**config.mk**
```make
export PLATFORM = sky130hd
export DESIGN_NAME = clk_div_ctrl
export DESIGN_NICKNAME = d
export VERILOG_FILES = /design/src/rtl/clk_div_ctrl.sv
export SDC_FILE = /design/constraint.sdc
export NUM_CORES = 1
export LEC_CHECK = 0
export ABC_AREA = 1
export BUFFER_PORTS_ARGS = -buffer_cell sky130_fd_sc_hd__buf_2
export CAP_MARGIN = 20
export CORE_UTILIZATION = 30
export DETAILED_ROUTE_END_ITERATION = 12
export GPL_ROUTABILITY_DRIVEN = 0
export SLEW_MARGIN = 30
export SYNTH_ARGS = -nofsm -noshare
export SYNTH_HDL_FRONTEND = slang
export SYNTH_SLANG_ARGS = --single-unit
```
**constraint.sdc**
```tcl
create_clock -name clk -period 3.5 [get_ports clk]
set_clock_uncertainty 0.15 [all_clocks]
set_input_delay 0.35 -clock clk [delete_from_list [all_inputs] [get_ports clk]]
set_output_delay 0.35 -clock clk [all_outputs]
set_load 0.02 [all_outputs]
```
**src/rtl/clk_div_ctrl.sv**
```systemverilog
// clk_div_ctrl
//   Run-time controller for a toggle-type clock divider. clkout = clk/(2*half_r).
//   Start/stop and ratio changes are sequenced so clkout never has a runt pulse:
//   a new ratio takes effect at a falling clkout edge, and a disable that arrives
//   during the high phase lets that phase finish before going idle.
// Ports
//   clk        in   input clock, all logic on posedge
//   rst_n      in   asynchronous active-low reset
//   en         in   divider enable (level)
//   cfg_valid  in   new half-period offered
//   cfg_half   in   requested half-period in clk cycles (0 is illegal)
//   cfg_ready  out  controller can accept cfg this cycle (decoded from state)
//   cfg_err    out  1-cycle pulse: accepted cfg had cfg_half==0 and was dropped
//   clkout     out  divided clock (registered)
//   busy       out  state != IDLE
module clk_div_ctrl #(
    parameter int CNT_W    = 8,
    parameter int DEF_HALF = 6
) (
    input  logic             clk,
    input  logic             rst_n,
    input  logic             en,
    input  logic             cfg_valid,
    input  logic [CNT_W-1:0] cfg_half,
    output logic             cfg_ready,
    output logic             cfg_err,
    output logic             clkout,
    output logic             busy
);

    typedef enum logic [1:0] {
        IDLE = 2'd0,
        RUN  = 2'd1,
        PEND = 2'd2,
        STOP = 2'd3
    } state_e;

    state_e           state_q, state_d;
    logic [CNT_W-1:0] cnt_q, cnt_d;
    logic [CNT_W-1:0] half_q, half_d;
    logic [CNT_W-1:0] pend_q, pend_d;
    logic             pend_vld_q, pend_vld_d;
    logic             clkout_q, clkout_d;
    logic             cfg_err_q, cfg_err_d;

    logic             cfg_xfer;
    logic             cfg_ok;
    logic             tog;
    logic             fall;
    logic [CNT_W-1:0] cnt_nxt;
    logic             clk_nxt;

    // State register
    always_ff @(posedge clk or negedge rst_n) begin
        if (!rst_n) begin
            state_q    <= IDLE;
            cnt_q      <= '0;
            half_q     <= CNT_W'(DEF_HALF);
            pend_q     <= '0;
            pend_vld_q <= 1'b0;
            clkout_q   <= 1'b0;
            cfg_err_q  <= 1'b0;
        end else begin
            state_q    <= state_d;
            cnt_q      <= cnt_d;
            half_q     <= half_d;
            pend_q     <= pend_d;
            pend_vld_q <= pend_vld_d;
            clkout_q   <= clkout_d;
            cfg_err_q  <= cfg_err_d;
        end
    end

    // half_q is never 0 (zero requests are rejected), so half_q-1 cannot wrap
    // and cnt stays within 0..half_q-1.
    assign cfg_xfer = cfg_valid && cfg_ready;
    assign cfg_ok   = cfg_xfer && (cfg_half != '0);
    assign tog      = (cnt_q == half_q - CNT_W'(1));
    assign fall     = tog && clkout_q;
    assign cnt_nxt  = tog ? '0 : cnt_q + CNT_W'(1);
    assign clk_nxt  = tog ? ~clkout_q : clkout_q;

    // Next-state and datapath
    always_comb begin
        state_d    = state_q;
        cnt_d      = cnt_q;
        half_d     = half_q;
        pend_d     = pend_q;
        pend_vld_d = pend_vld_q;
        clkout_d   = clkout_q;
        cfg_err_d  = cfg_xfer && (cfg_half == '0);

        unique case (state_q)
            IDLE: begin
                clkout_d = 1'b0;
                cnt_d    = '0;
                // Ratio applies at once so a same-edge enable starts on it.
                if (cfg_ok) half_d = cfg_half;
                if (en)     state_d = RUN;
            end
            RUN: begin
                if (!en && (!clkout_q || fall)) begin
                    // Low phase (or the edge that ends the high phase): stop
                    // without a glitch; clkout is already/now low.
                    state_d  = IDLE;
                    cnt_d    = '0;
                    clkout_d = 1'b0;
                    if (cfg_ok) half_d = cfg_half;
                end else begin
                    cnt_d    = cnt_nxt;
                    clkout_d = clk_nxt;
                    if (cfg_ok) begin
                        pend_d     = cfg_half;
                        pend_vld_d = 1'b1;
                    end
                    if (!en)         state_d = STOP;
                    else if (cfg_ok) state_d = PEND;
                end
            end
            PEND: begin
                if ((!en && !clkout_q) || fall) begin
                    // Ratio swap at the fall: following low phase uses new half.
                    state_d    = en ? RUN : IDLE;
                    half_d     = pend_q;
                    pend_vld_d = 1'b0;
                    cnt_d      = '0;
                    clkout_d   = 1'b0;
                end else begin
                    cnt_d    = cnt_nxt;
                    clkout_d = clk_nxt;
                    if (!en) state_d = STOP;
                end
            end
            STOP: begin
                // Only entered with clkout high, so the next toggle is the fall.
                if (fall) begin
                    state_d    = IDLE;
                    cnt_d      = '0;
                    clkout_d   = 1'b0;
                    pend_vld_d = 1'b0;
                    if (pend_vld_q) half_d = pend_q;
                end else begin
                    cnt_d    = cnt_nxt;
                    clkout_d = clk_nxt;
                end
            end
            default: begin
                state_d = IDLE;
            end
        endcase
    end

    // Outputs: registered or decoded from state only
    always_comb begin
        cfg_ready = (state_q == IDLE) || (state_q == RUN);
        busy      = (state_q != IDLE);
        cfg_err   = cfg_err_q;
        clkout    = clkout_q;
    end

endmodule
```
Word level (Yosys, flattened, before mapping)
Index checks and enable logic that the tools add are counted.
- bits in latches: 0
- memory bits (writable): 0
- memories: 0
- memory bits (read-only): 0
- register bits: 29
- word-level logic and storage cells: 74
- output and inout bits: 4
- bits of input ports: 12
- shifts and indexed selects: 0
- equal/unequal tests: 13
- muxes and demuxes: 30
- order comparisons: 0
- divide/modulo/power cells: 0
- reduce and logical (&&, ||, !) cells: 20
- add/sub/neg operators: 2
- multiply operators: 0
- bitwise operators: 2
- operators by type and width (kind ; number):
    $mux 8 ; 9
    $pmux 8 s4 ; 2
    $mux 2 ; 7
    $ne 2x2->1 const B ; 7
    $mux 1 ; 9
    $add 8x1->8 const B ; 1
    $eq 8x8->1 ; 1
    $logic_not 8->1 ; 1
    $pmux 2 s4 ; 1
    $reduce_and 4->1 ; 2
    $reduce_bool 8->1 ; 1
    $sub 8x1->8 const B ; 1
    $logic_and 1x1->1 ; 6
    $reduce_and 5->1 ; 1
    $eq 2x2->1 const B ; 2
    $ne 4x4->1 const B ; 1
    $pmux 1 s4 ; 1
    $logic_or 1x1->1 ; 3
    $ne 3x3->1 const B ; 1
    $pmux 1 s3 ; 1
    $reduce_and 3->1 ; 1
    $reduce_bool 3->1 ; 1
    $eq 2x1->1 const B ; 1
    $logic_not 1->1 ; 2
    other kinds (3) ; 4

Logic depth before layout (Yosys ltp)
- word-level depth: 8
- gate-level depth with buffers: 21
- gate-level depth less buffers: 21

Least setup slack after synthesis
OpenSTA, ideal clock, no wires.
- kind: register -> register
- start point: register half_q[1]
- end point: register pend_q[0]
- path buffers: 1
- clock period less this slack: 2.794 ns
- setup slack: 0.706 ns
- arrival time: 2.514 ns
- cell stages (with the launch flop): 17
- library setup time: 0.131 ns
- cells stage by stage: dfstp_2 inv_1 ha_1 xor2_1 nand3_1 nor2_1 nand2_1 nor2_1 nand2_2 ha_1 nor2_1 inv_1 nand2_1 inv_2 nand4_1 clkbuf_1 o21ai_0
- cells in the longest elaborated chain, start to end: 7
- ends and longest elaborated chain (element ; RTL line ; source):
    start, declared ; 40 ; logic [CNT_W-1:0] half_q, half_d;
    start signal, assigned ; 58 ; half_q <= CNT_W'(DEF_HALF);
    start signal, assigned ; 66 ; half_q <= half_d;
    $sub 8x1->8 ; 78 ; assign tog = (cnt_q == half_q - CNT_W'(1));
    $eq 8x8->1 ; 78 ;
    $logic_and 1x1->1 ; 79 ; assign fall = tog && clkout_q;
    $logic_or 1x1->1 ; 102 ; if (!en && (!clkout_q || fall)) begin
    $logic_and 1x1->1 ; 102 ;
    $not 1->1 (no line) ; -- ;
    $reduce_and 3->1 (no line) ; -- ;
    end signal, assigned ; 67 ; pend_q <= pend_d;
    end, declared ; 41 ; logic [CNT_W-1:0] pend_q, pend_d;
No other way between the ends.
A chain may end at the register's enable or synchronous reset.

Final worst setup path
- start point: register half_q[1]
- end point: register pend_vld_q
- cells in the longest elaborated chain, start to end: 7
- ends and longest elaborated chain (element ; RTL line ; source):
    $sub 8x1->8 (*) ; 78 ;
    $eq 8x8->1 (*) ; 78 ;
    $logic_and 1x1->1 (*) ; 79 ;
    $logic_or 1x1->1 ; 102 ;
    $logic_and 1x1->1 ; 102 ;
    $ne 2x2->1 (no line) ; -- ;
    $reduce_and 5->1 (no line) (*) ; -- ;
    end signal, assigned ; 68 ; pend_vld_q <= pend_vld_d;
    end, declared ; 42 ; logic pend_vld_q, pend_vld_d;
Mark *: on every way between the ends. The rest lies on a longest branch, timed or not.

==> results.md <==
- The run finished with clean final reports.
- From synthesis to final layout, the design area changed by 12.6%.
- After synthesis the netlist holds a flip-flop and latch count of 29.
- CTS built an H-tree with a depth of 2.
- The count of placed standard cells including taps is 369.
- The number of setup buffers added after CTS is 0.
- The I/O pin count is 16.
- For this block, the initial DRC count from the detailed router was 94.
- Clock tree synthesis found a total of 29 sinks.
- The number of inserted diodes is 0.
- The fmax is 345 MHz.
- The library cell used most frequently in the layout, excluding fill and tap cells, is sky130_fd_sc_hd__nand2_1.
- Of the post-synthesis cell area, the dominant cell type holds 0.339.
- In the routed layout, each cell is associated on average with a via count of 5.00.
- The number of warnings printed during yosys synthesis is 0.
- At the worst endpoint, the arrival time is 2.97 ns.
- Setup violations remaining at the end of the flow were counted as 0.
- The path class of the lowest-slack min-delay path is primary input to flop.
- The number of unique standard cell types used by synthesis is 30.
- The worst-case headroom to the max-slew limit is 0.480.
- The number of hold-slack violations in the final timing report is 0.
- The initialized floorplan defines 29 standard-cell rows.
- The analysis attributes to cell leakage a power of 1.09 nW.
- The first-pass iteration count of the detailed router is 4.
- The minimum setup slack in the final design is 0.604 ns.
- For this run, design rule violations remaining after detail routing come to 0.
- The clock tree root buffer cell is sky130_fd_sc_hd__clkbuf_8.
- The total power after layout is 0.627 mW.
- The count of buffers added on input and output ports is 15.
- TritonCTS built the clock tree.
- The setup slack at placement is 0.597 ns.
- The die is 83.5 um tall.
- Setup slack on the worst reg-to-reg path comes out at 0.60 ns.
- By area the synthesized netlist is led by sky130_fd_sc_hd__dfrtp_1 (34%), sky130_fd_sc_hd__nand2_1 (15%), sky130_fd_sc_hd__nand4_1 (8.5%).
- The core region is 0.00639 mm^2.
- The maximum ir drop on the vdd rail is 0.000184 V.
- The wire length of the first global-routing pass is 8310 um.
- The number of maximum-capacitance constraint violations is 0.
- The largest net degree at the start of global routing is 30.
- The number of nets in the layout is 316.
- The initial utilization of the core area, before any placement, comes to 0.312.
- The number of global-route vias before repair was 1,856.
- The gate count of the mapped netlist is 281.
- The fraction of final layout cells sized beyond drive strength 1 is 0.153.
- TritonCTS created 5 clock buffers.
- For this run, the total global-route usage over all layers was measured as 0.145.
- Setup repair after global routing left no endpoint under its margin.
- The per-cell routed wire length is 12.2 um.
- The combined area of all synthesized cells is 0.00199 mm^2.
- The post-layout minimum cycle time is 2.90 ns.
- The finished layout holds 378 standard cells, fillers aside.
- Dividing total power by cell area gives a power density of 280 mW/mm^2.
- The final sum of negative setup slack is 0 ns.
- The clock passes through at most 2 buffers.
- The synthesized net count is 297.
- In the global route stage, met2 resource usage came out at 0.255.
- The total grt overflow is 0.
- Dividing the synthesized area by the synthesized cell count gives 7.09 um^2.
- Of the synthesized area, sequential elements account for 0.365.
- The initial antenna violation count is 0.
- Detailed placement ended at an HPWL of 3410 um.
- The biggest area consumer among synthesized cells is sky130_fd_sc_hd__dfrtp_1.
- The fraction of met1 tracks used by global routing is 0.178.
- The data required time at the worst endpoint is 3.57 ns.
- After detailed routing, the total wire length is 4600 um.
- The critical path start-end classification is flop to flop.
- The layer with the highest usage is met2.
- The detailed router placed 1,890 vias in this run.
- Once detail routing completed, the nets flagged for antenna violations numbered 0.
- The floorplan step defined a die boundary enclosing 0.00697 mm^2.
- The clock reaches the later pin of the worst-skew pair after 0.29 ns.
- The actual transition at the worst max-transition pin is 0.778 ns.
- The worst setup path is captured at a flop.
- Of the available clock period, the critical path in the final layout requires 0.828.
- The clock-pin slew of the registers on the worst-case setup and hold paths is 0.07 ns.
- The final max-slew violation count is 0.
- The element type at the critical path start is a flop.
- The die width is 83.5 um.
- In the layout the commonest cells are sky130_fd_sc_hd__nand2_1 (82), sky130_fd_sc_hd__inv_1 (31), sky130_fd_sc_hd__nand3_1 (27), sky130_fd_sc_hd__nand4_1 (27), sky130_fd_sc_hd__dfrtp_1 (27).
- The worst-path maximum fanout is 18.
- In the global route stage, met3 resource usage came out at 0.0247.
## routing by layer
layer / up-vias / share of wire / wire (um)
li1: 971 / - / -
met1: 875 / 0.47 / 2180
met2: 33 / 0.48 / 2210
met3: 11 / 0.025 / 116
met4: 0 / 0.018 / 83
met5: - / 0 / 0
## cells in the mapped netlist (all sizes together)
| cell type | count |
|---|---|
| o21bai | 2 |
| dfrtp | 27 |
| inv | 36 |
| nand3 | 27 |
| nand2 | 86 |
| xor2 | 7 |
| clkbuf | 3 |
| xnor2 | 2 |
| nand4 | 28 |
| a21oi | 4 |
| dfstp | 2 |
| nor3 | 1 |
| and2 | 1 |
| nor4 | 2 |
| ha | 4 |
| nor2 | 22 |
| or2 | 2 |
| o21ai | 19 |
| a21boi | 2 |
| buf | 3 |
| o2111ai | 1 |
## critical path: stages (launching register included)
cell and delay (ns):
sky130_fd_sc_hd__dfstp_2 0.55, sky130_fd_sc_hd__inv_1 0.05, sky130_fd_sc_hd__ha_1 0.28, sky130_fd_sc_hd__xor2_1 0.18, sky130_fd_sc_hd__nand3_1 0.10, sky130_fd_sc_hd__nor2_1 0.11, sky130_fd_sc_hd__nand2_1 0.05, sky130_fd_sc_hd__nor2_1 0.12
sky130_fd_sc_hd__nand2_2 0.11, sky130_fd_sc_hd__ha_1 0.21, sky130_fd_sc_hd__nor2_1 0.08, sky130_fd_sc_hd__inv_1 0.11, sky130_fd_sc_hd__nand2_1 0.14, sky130_fd_sc_hd__inv_2 0.06, sky130_fd_sc_hd__nand4_1 0.08, sky130_fd_sc_hd__buf_4 0.20
sky130_fd_sc_hd__nand2_1 0.07, sky130_fd_sc_hd__nand3_1 0.08, sky130_fd_sc_hd__nand2_1 0.05, sky130_fd_sc_hd__nand2_1 0.05
## path summary, 6_finish.rpt
path,start,to,cells past startpoint
setup / recovery,half_q[1]$_DFFE_PN1P_,pend_vld_q$_DFFE_PN0P_,19
hold / removal,cfg_valid,cfg_err$_DFF_PN0_,3
setup reg to reg,half_q[1]$_DFFE_PN1P_,pend_vld_q$_DFFE_PN0P_,19
hold reg to reg,pend_vld_q$_DFFE_PN0P_,pend_vld_q$_DFFE_PN0P_,2
max in group asynchronous,rst_n,half_q[6]$_DFFE_PN0P_,2
min in group asynchronous,rst_n,cnt_q[2]$_DFF_PN0_,2
## per-stage QoR
stage	utilization	cell area, um^2	hold slack, ns
floorplan	-	1990	-0.0956
global placement	0.336	2150	0.295
detailed placement	0.336	2150	0.282
CTS	0.351	2240	0.157
global route	0.351	2240	0.175
finish	0.351	2240	0.167
## state kept, by name, indices dropped and copies added (netlist names)
signal	count
pend_q	8
state_q	2
half_q	8
pend_vld_q	1
clkout	1
cnt_q	8
cfg_err	1
## report_power, final
part | leakage, nW | internal, mW | switching, mW
Sequential | 0.362 | 0.335 | 0
Combinational | 0.688 | 0.00633 | 0.0133
Clock | 0.0439 | 0.137 | 0.136
Total | 1.09 | 0.478 | 0.149
## cells by family (layout without fill, tap and decap cells)
group	Yosys count	after routing	synth area share
flops	29	29	0.365
compound gates	28	28	0.0879
fa+ha+maj	4	4	0.0251
xor+xnor	9	9	0.0433
buf+inv	42	62	0.0841
simple gates	169	169	0.394
## cell type report
class,count,area (um^2)
clock buffers,5,68.8
clock inverters,3,17.5
fillers,684,4140
inverters,36,135
multi-input cells,210,1100
flip-flops and latches,29,728
well taps,77,96.3
repair buffers,18,100
## timing repair
action	in CTS	in global routing
gates resized for setup	0	0
endpoints found under the hold margin	27	0
hold buffers	1	0
endpoints found under the setup margin	0	0
(Power assumes the default switching activity.)
